==> src/rtl/clk_freq_divider.sv <==
// -----------------------------------------------------------------------------
// clk_freq_divider
//
// Divides a fast free-running source clock down to a slow 50%-duty clock by
// counting source edges and toggling a registered output every HALF_PERIOD
// edges. The default setting produces 10 Hz from 50 MHz and paces the chess
// board layout logic so that key presses advance at a human rate. A one-cycle
// tick in the source domain marks every generated rising edge, so logic that
// stays on InClock can follow the slow clock without crossing domains.
//
// Parameters:
//   INPUT_FREQUENCY  - frequency of InClock in Hz
//   OUTPUT_FREQUENCY - target frequency of OutClock in Hz
//
// Ports:
//   InClock   in   1  fast source clock, all state updates on its rising edge
//   resetApp  in   1  asynchronous, active-high reset
//   OutClock  out  1  divided clock, driven straight from a flop
//   OutTick   out  1  one-InClock-cycle pulse on each OutClock 0->1 transition
// -----------------------------------------------------------------------------
module clk_freq_divider #(
    parameter int INPUT_FREQUENCY  = 50_000_000,
    parameter int OUTPUT_FREQUENCY = 10
) (
    input  logic InClock,
    input  logic resetApp,
    output logic OutClock,
    output logic OutTick
);

    // The guard on OUTPUT_FREQUENCY keeps the division legal while the
    // parameter check below reports the real problem.
    localparam int HALF_PERIOD = (OUTPUT_FREQUENCY > 0)
                               ? INPUT_FREQUENCY / (2 * OUTPUT_FREQUENCY)
                               : 0;
    localparam int CNT_WIDTH   = ($clog2(HALF_PERIOD) > 1) ? $clog2(HALF_PERIOD) : 1;

    localparam logic [CNT_WIDTH-1:0] CNT_LAST = CNT_WIDTH'(HALF_PERIOD - 1);
    localparam logic [CNT_WIDTH-1:0] CNT_ONE  = CNT_WIDTH'(1);

    // Reject any configuration that cannot produce at least one source edge
    // per output phase; there is deliberately no fallback divide ratio.
    if (INPUT_FREQUENCY <= 0 || OUTPUT_FREQUENCY <= 0 || HALF_PERIOD < 1) begin : gBadParams
        $error("clk_freq_divider: HALF_PERIOD must be >= 1 (INPUT_FREQUENCY=%0d, OUTPUT_FREQUENCY=%0d)",
               INPUT_FREQUENCY, OUTPUT_FREQUENCY);
    end

    logic [CNT_WIDTH-1:0] cnt;
    logic [CNT_WIDTH-1:0] cntNext;
    logic                 cntWrap;
    logic                 outClockNext;
    logic                 outTickNext;

    // Next-state logic. The counter runs 0..HALF_PERIOD-1; on the wrap edge
    // the output toggles, and the tick fires only when that toggle is a rise.
    // With HALF_PERIOD == 1 the counter is a constant 0 and every edge wraps,
    // which gives a plain divide-by-two.
    always_comb begin
        // NOTE: every signal gets a default first so no path leaves it
        // unassigned; a missing branch here would infer a latch.
        cntNext      = cnt + CNT_ONE;
        outClockNext = OutClock;
        outTickNext  = 1'b0;
        cntWrap      = (cnt == CNT_LAST);
        if (cntWrap) begin
            cntNext      = '0;
            outClockNext = ~OutClock;
            outTickNext  = ~OutClock;
        end
    end

    // State register. Reset assertion clears everything at once, including
    // a half-finished phase; counting restarts from zero on the first rising
    // InClock edge that sees resetApp low.
    always_ff @(posedge InClock or posedge resetApp) begin
        // NOTE: sequential state uses non-blocking assignments so every flop
        // samples pre-edge values regardless of statement order.
        if (resetApp) begin
            cnt      <= '0;
            OutClock <= 1'b0;
            OutTick  <= 1'b0;
        end else begin
            cnt      <= cntNext;
            OutClock <= outClockNext;
            OutTick  <= outTickNext;
        end
    end

endmodule

==> config.mk <==
export PLATFORM = sky130hd
export DESIGN_NAME = clk_freq_divider
export DESIGN_NICKNAME = d
export VERILOG_FILES = /design/src/rtl/clk_freq_divider.sv
export SDC_FILE = /design/constraint.sdc
export NUM_CORES = 1
export LEC_CHECK = 0
export ABC_CLOCK_PERIOD_IN_PS = 2600
export CELL_PAD_IN_SITES_DETAIL_PLACEMENT = 0
export CELL_PAD_IN_SITES_GLOBAL_PLACEMENT = 1
export CORE_UTILIZATION = 53
export CTS_BUF_LIST = sky130_fd_sc_hd__clkbuf_8
export DETAILED_ROUTE_END_ITERATION = 10
export PLACE_DENSITY_LB_ADDON = 0.25
export SLEW_MARGIN = 20
export SYNTH_ARGS = -nofsm -noshare
export SYNTH_HDL_FRONTEND = slang
export SYNTH_SLANG_ARGS = --single-unit
==> constraint.sdc <==
create_clock -name InClock -period 2.6 [get_ports InClock]
set_input_delay 0.52 -clock InClock [delete_from_list [all_inputs] [get_ports InClock]]
set_output_delay 0.52 -clock InClock [all_outputs]
set_load 0.01 [all_outputs]
==> results_dict.tcl, run 1 <==
set metrics [dict create \
    status "complete, no violations" \
    drive_gt1_share_pct 9.57 \
    fp.dieH_um 48.9 \
    clk_pin_slew_ns 0.07 \
    total_power_uw 587 \
    crit_type "reg2reg" \
    endpoint_kind "flip-flop" \
    rsz0062_at_grt "no" \
    dieArea_mm2 0.00239 \
    fin_crit_sh_pct 78.0 \
    r2r_end "cnt[18]$_DFF_PP0_" \
    rrSetupSlack_ns 0.57 \
    synth_flop_cell "dfrtp_1" \
    drv_slew 0 \
    crit_fanout 8 \
    cts_sinks 24 \
    clockRootBuffer "clkbuf_8" \
    hp-class "reg2reg" \
    cts_made_buffers 3 \
    htreeDepth 1 \
    worst_pin_slew_ns 0.606 \
    num_antenna_cells 0 \
    synth_edf_count 0 \
    area_delta_synth_final_pct 7.95 \
    wl_per_cell_um 13.5 \
    r2r_start "cnt[0]$_DFF_PP0_" \
    core_area_mm2 0.00202 \
    required_ns 2.78 \
    maxSlewHeadroom_pct 59.2 \
    gp_congestion 0.831 \
    setup_violations 0 \
    cp_slowest_cell "nor4_1" \
    post-cts-setup-buffers 0 \
    start_util_pct 57.6 \
    ys_ff_latch 24 \
    hold_violations 0 \
    fin_skew_ns 0.00114 \
    worstPathArrival_ns 2.21 \
    ir_worst_vdd_mv 0.297 \
    cts_hold_buf 0 \
    ys_types 31 \
    power.density_mw_per_mm2 467 \
    grt_usage_pct 19.8 \
    path_cells "ha_1 -> nand4_2 -> nor4_1 -> or3b_1 -> a21oi_1" \
    grt_pass1_vias 755 \
    avgSynthCellArea_um2 10.6 \
    dr.pass1.iters 4 \
    drc_errors 0 \
    cts_resized 0 \
    ant_nets 0 \
    slowest_delay_ns 0.53 \
    cp-start-kind "flip-flop" \
    crit_end "cnt[18]$_DFF_PP0_" \
    clock_latency_ns 0.25 \
    cts_buffer_depth 2 \
    ys_seq_area_share_pct 51.6 \
    min_period_ns 2.03 \
    worst-r2r-cell-count 5 \
    syn_nets 113 \
    gr-total-overflow 0 \
    cp-startpoint "cnt[0]$_DFF_PP0_" \
    final_nets 120 \
    num_io_pins 4 \
    yosys_warnings 0 \
    first_iter_violations 10 \
    synth_cells 110 \
    hpwl_um 1390 \
    max_freq_mhz 493 \
    fin_tns_setup_ns 0 \
    syn_area_mm2 0.00116 \
    die_x_um 48.9 \
    port_buffers 3 \
    std_cell_rows 16 \
    routed_wl_um 1910 \
    antenna_found_initial 0 \
    cts_tree "built" \
    power_leakage_nw 0.568 \
    grt_start_max_net_pins 25 \
    max_cap_viol_count 0 \
    grt_pass1_wl_um 3510 \
    vias 792 \
    ys_async_sr_fraction_pct 100 \
    vias_per_cell 5.58 \
]
state kept, by name, indices dropped and copies added (netlist names):
signal / flops
OutClock: 1
OutTick: 1
cnt: 22
cells by family (layout without fill, tap and decap cells):
| group | count (synthesis) | after routing | synth area share, % |
|---|---|---|---|
| buffers and inverters | 7 | 12 | 3.65 |
| AO/OA/AOI/OAI | 8 | 8 | 4.51 |
| AND/OR/NAND/NOR | 53 | 53 | 26.4 |
| XOR/XNOR | 17 | 17 | 12.8 |
| flip-flops | 24 | 24 | 51.6 |
| adder cells (fa/ha/maj) | 1 | 1 | 1.07 |
metrics by stage:
stage / worst slack (ns) / util, % / area (um^2) / std cells / hold WS (ns)
6_report: 0.571 / 62.2 / 1260 / 142 / 0.474
4_1_cts: 0.568 / 62.2 / 1260 / 142 / 0.477
5_1_grt: 0.288 / 62.2 / 1260 / 142 / 0.525
3_5_place_dp: 0.598 / 60.1 / 1220 / 139 / 0.466
2_1_floorplan: 0.916 / - / 1160 / 110 / 0.454
3_3_place_gp: 0.595 / 60.1 / 1220 / 139 / 0.463
cell usage in the layout (no fill, tap or decap), types with 2 or more instances in the layout:
master           Yosys  routed
nor4b_1              2       2
inv_1                4       4
nand3_1              6       6
or4_1                4       4
xnor2_1              9       9
nor3_1               3       3
a21oi_1              3       3
clkdlybuf4s50_1      0       3
clkbuf_8             0       3
xor2_1               8       8
nand2_1              9       9
and3_1               3       3
dfrtp_1             24      24
nor4_1               3       3
o31ai_1              2       2
nand4_1              2       2
buf_4                0       2
nor2_1              11      11
Yosys cell counts (3+ instances only):
| library cell | count | area [um^2] |
|---|---|---|
| xnor2_1 | 9 | 78.8 |
| inv_1 | 4 | 15.0 |
| a21oi_1 | 3 | 15.0 |
| nand3_1 | 6 | 30.0 |
| dfrtp_1 | 24 | 601 |
| nor3_1 | 3 | 15.0 |
| nand2_1 | 9 | 33.8 |
| nor2_1 | 11 | 41.3 |
| or4_1 | 4 | 30.0 |
| and3_1 | 3 | 18.8 |
| xor2_1 | 8 | 70.1 |
| nor4_1 | 3 | 18.8 |
worst min-delay path by stage:
stage	slack, ns	cells past startpoint	end	start
after floorplan	0.45	1	cnt[0]$_DFF_PP0_	cnt[0]$_DFF_PP0_
after global placement	0.46	1	OutTick$_DFF_PP0_	OutClock$_DFFE_PP0N_
after detailed placement	0.47	1	OutTick$_DFF_PP0_	OutClock$_DFFE_PP0N_
after CTS	0.48	1	OutTick$_DFF_PP0_	OutClock$_DFFE_PP0N_
after global routing	0.52	1	OutTick$_DFF_PP0_	OutClock$_DFFE_PP0N_
final	0.47	1	OutTick$_DFF_PP0_	OutClock$_DFFE_PP0N_
layer usage:
| layer | part of all wire, % | routed length, um | track usage, % |
|---|---|---|---|
| met1 | 50 | 960 | 28.6 |
| met2 | 45 | 869 | 28.5 |
| met4 | 2.4 | 45 | 10.8 |
| met3 | 1.8 | 34 | 2.80 |
| met5 | 0 | 0 | 0 |
layout make-up:
| type | count | area (um^2) |
|---|---|---|
| Clock buffer | 3 | 41.3 |
| Fill cell | 163 | 764 |
| Tap cell | 27 | 33.8 |
| Sequential cell | 24 | 601 |
| Multi-Input combinational cell | 79 | 522 |
| Inverter | 4 | 15.0 |
| Timing Repair Buffer | 5 | 45.0 |
worst max-delay path: cells and delay by family, from the launching register on:
family,cells,cell delay (ns)
compound gates,1,0.16
fa+ha+maj,1,0.24
flops,1,0.40
simple gates,3,1.16
power breakdown:
part,switching [mW],internal [mW]
Clock,0.101,0.103
Combinational,0.00699,0.00241
Sequential,0,0.373
Total,0.108,0.479
Power figures use the tool's default switching activity.
==> inputs of run 2 (changes only) <==
- ABC_CLOCK_PERIOD_IN_PS: 2600 -> 2000
- CORE_UTILIZATION: 53 -> 49
- clock period: 2.6 -> 2 ns (I/O delays scaled with it)
==> results_dict.tcl, run 2 (synthesized netlist as in run 1, its figures left out) <==
set metrics [dict create \
    drv_slew 0 \
    internal-power_uw 664 \
    cts_hold_buf 0 \
    reg.largest.list "cnt x22, OutClock x1, OutTick x1" \
    swShare_pct 20.0 \
    antenna_found_initial 0 \
    ant_nets 0 \
    wl_per_cell_um 13.6 \
    fin_skew_ns 0.00286 \
    max_cap_viol_count 0 \
    cts_buffer_depth 2 \
    placed_cells 143 \
    power.density_mw_per_mm2 641 \
    grt_usage_pct 19.3 \
    routed_wl_um 2010 \
    max_freq_mhz 564 \
    min_period_ns 1.77 \
    required_ns 2.21 \
    largest-register "cnt" \
    grt_start_max_net_pins 25 \
    p_clk_share_pct 40.1 \
    htreeDepth 1 \
    hold_violations 0 \
    largest_reg_flops 22 \
    hp-class "in2async" \
    cts_resized 0 \
    clock_latency_ns 0.27 \
    worstPathArrival_ns 1.98 \
    dr.pass1.iters 4 \
    hpwl_um 1430 \
    r2r_end "OutTick$_DFF_PP0_" \
    cts_made_buffers 3 \
    ir_worst_vdd_mv 0.397 \
    final_nets 123 \
    final_common_cell "dfrtp_1" \
    fin_tns_setup_ns 0 \
    crit_end "OutTick$_DFF_PP0_" \
    total_power_uw 830 \
    post-cts-setup-buffers 0 \
    die_x_um 50.8 \
    cts_tree "built" \
    num_io_pins 4 \
    worst_pin_slew_ns 0.357 \
    start_util_pct 52.2 \
    r2r_start "cnt[0]$_DFF_PP0_" \
    fin_cells 147 \
    cp-startpoint "cnt[0]$_DFF_PP0_" \
    gr-total-overflow 0 \
    grt_pass1_wl_um 3530 \
    drive_gt1_share_pct 12.6 \
    fin_crit_sh_pct 88.7 \
    grt_pass1_vias 773 \
    endpoint_kind "flip-flop" \
    cp-start-kind "flip-flop" \
    vias_per_cell 5.45 \
    clk_pin_slew_ns 0.08 \
    combPwrFrac_pct 1.5 \
    crit_type "reg2reg" \
    setup_violations 0 \
    crit_fanout 6 \
    status "complete, no violations" \
    maxSlewHeadroom_pct 76.0 \
    gp_congestion 0.813 \
    core_area_mm2 0.00223 \
    drc_errors 0 \
    num_antenna_cells 0 \
    fp.dieH_um 50.8 \
    rrSetupSlack_ns 0.23 \
    dieArea_mm2 0.00258 \
    fin_util_pct 58.0 \
    worst-r2r-cell-count 5 \
    std_cell_rows 17 \
    clockRootBuffer "clkbuf_8" \
    power_switching_uw 166 \
    cts_sinks 24 \
    seqPwrFrac_pct 58.4 \
    area_delta_synth_final_pct 11.2 \
    rsz0062_at_grt "no" \
    power_leakage_nw 0.590 \
    most-common-layout-cells "dfrtp_1 (24), nor2_1 (11), nand2_1 (9), xnor2_1 (9), xor2_1 (8)" \
    vias 801 \
    first_iter_violations 18 \
    port_buffers 3 \
]
[run 2: changes by cell type in the layout (fill, tap and decap cells not counted)]
cell | before | now
clkbuf_8 | 3 | 4
buf_4 | 2 | 5
[run 2: through the flow]
step,worst slack (ns),instance area (um^2),hold slack [ns]
2_1_floorplan,0.316,1160,0.415
3_3_place_gp,0.283,1240,0.463
3_5_place_dp,0.259,1240,0.469
4_1_cts,0.233,1290,0.476
5_1_grt,0.0658,1290,0.509
6_report,0.226,1290,0.463
[run 2: layout make-up]
cell class	count	area, um^2
inverter	4	15.0
clock buffer	4	55.1
timing repair buffer	8	67.6
fill	197	938
sequential	24	601
multi-input combinational	79	522
tap	28	35.0
[run 2: critical path, stage by stage (launching register included)]
cell	delay (ns)
dfrtp_1	0.40
ha_1	0.24
nand4_2	0.17
or4_1	0.42
or4_1	0.40
nor2_1	0.09
[run 2: worst min path at each step]
stage	from	end	slack, ns	cells after the start
after global placement	cnt[0]$_DFF_PP0_	cnt[0]$_DFF_PP0_	0.46	1
after floorplan	resetApp	OutClock$_DFFE_PP0N_	0.41	1
after CTS	resetApp	cnt[9]$_DFF_PP0_	0.48	3
after detailed placement	OutClock$_DFFE_PP0N_	OutTick$_DFF_PP0_	0.47	1
final	resetApp	cnt[9]$_DFF_PP0_	0.46	3
after global routing	resetApp	OutClock$_DFFE_PP0N_	0.51	3
[run 2: layer usage]
metal  share of wire [%]  track usage [%]
met1                  52             27.1
met2                  42             26.0
met3                 2.0             3.03
met4                 4.0             15.7
met5                   0                0
[run 2: power groups by stage]
stage               Combinational [mW]  Sequential, mW  Clock, mW
CTS                             0.0132           0.485      0.339
global route                    0.0151           0.485      0.352
global placement                0.0129           0.494          0
floorplan                      0.00722           0.494          0
finish                          0.0122           0.485      0.333
detailed placement              0.0131           0.494          0
==> inputs of run 3 (changes only) <==
- CAP_MARGIN: not set -> 20
==> results of run 3 <==
No change in the layout: final DEF, timing and power equal those of run 2.
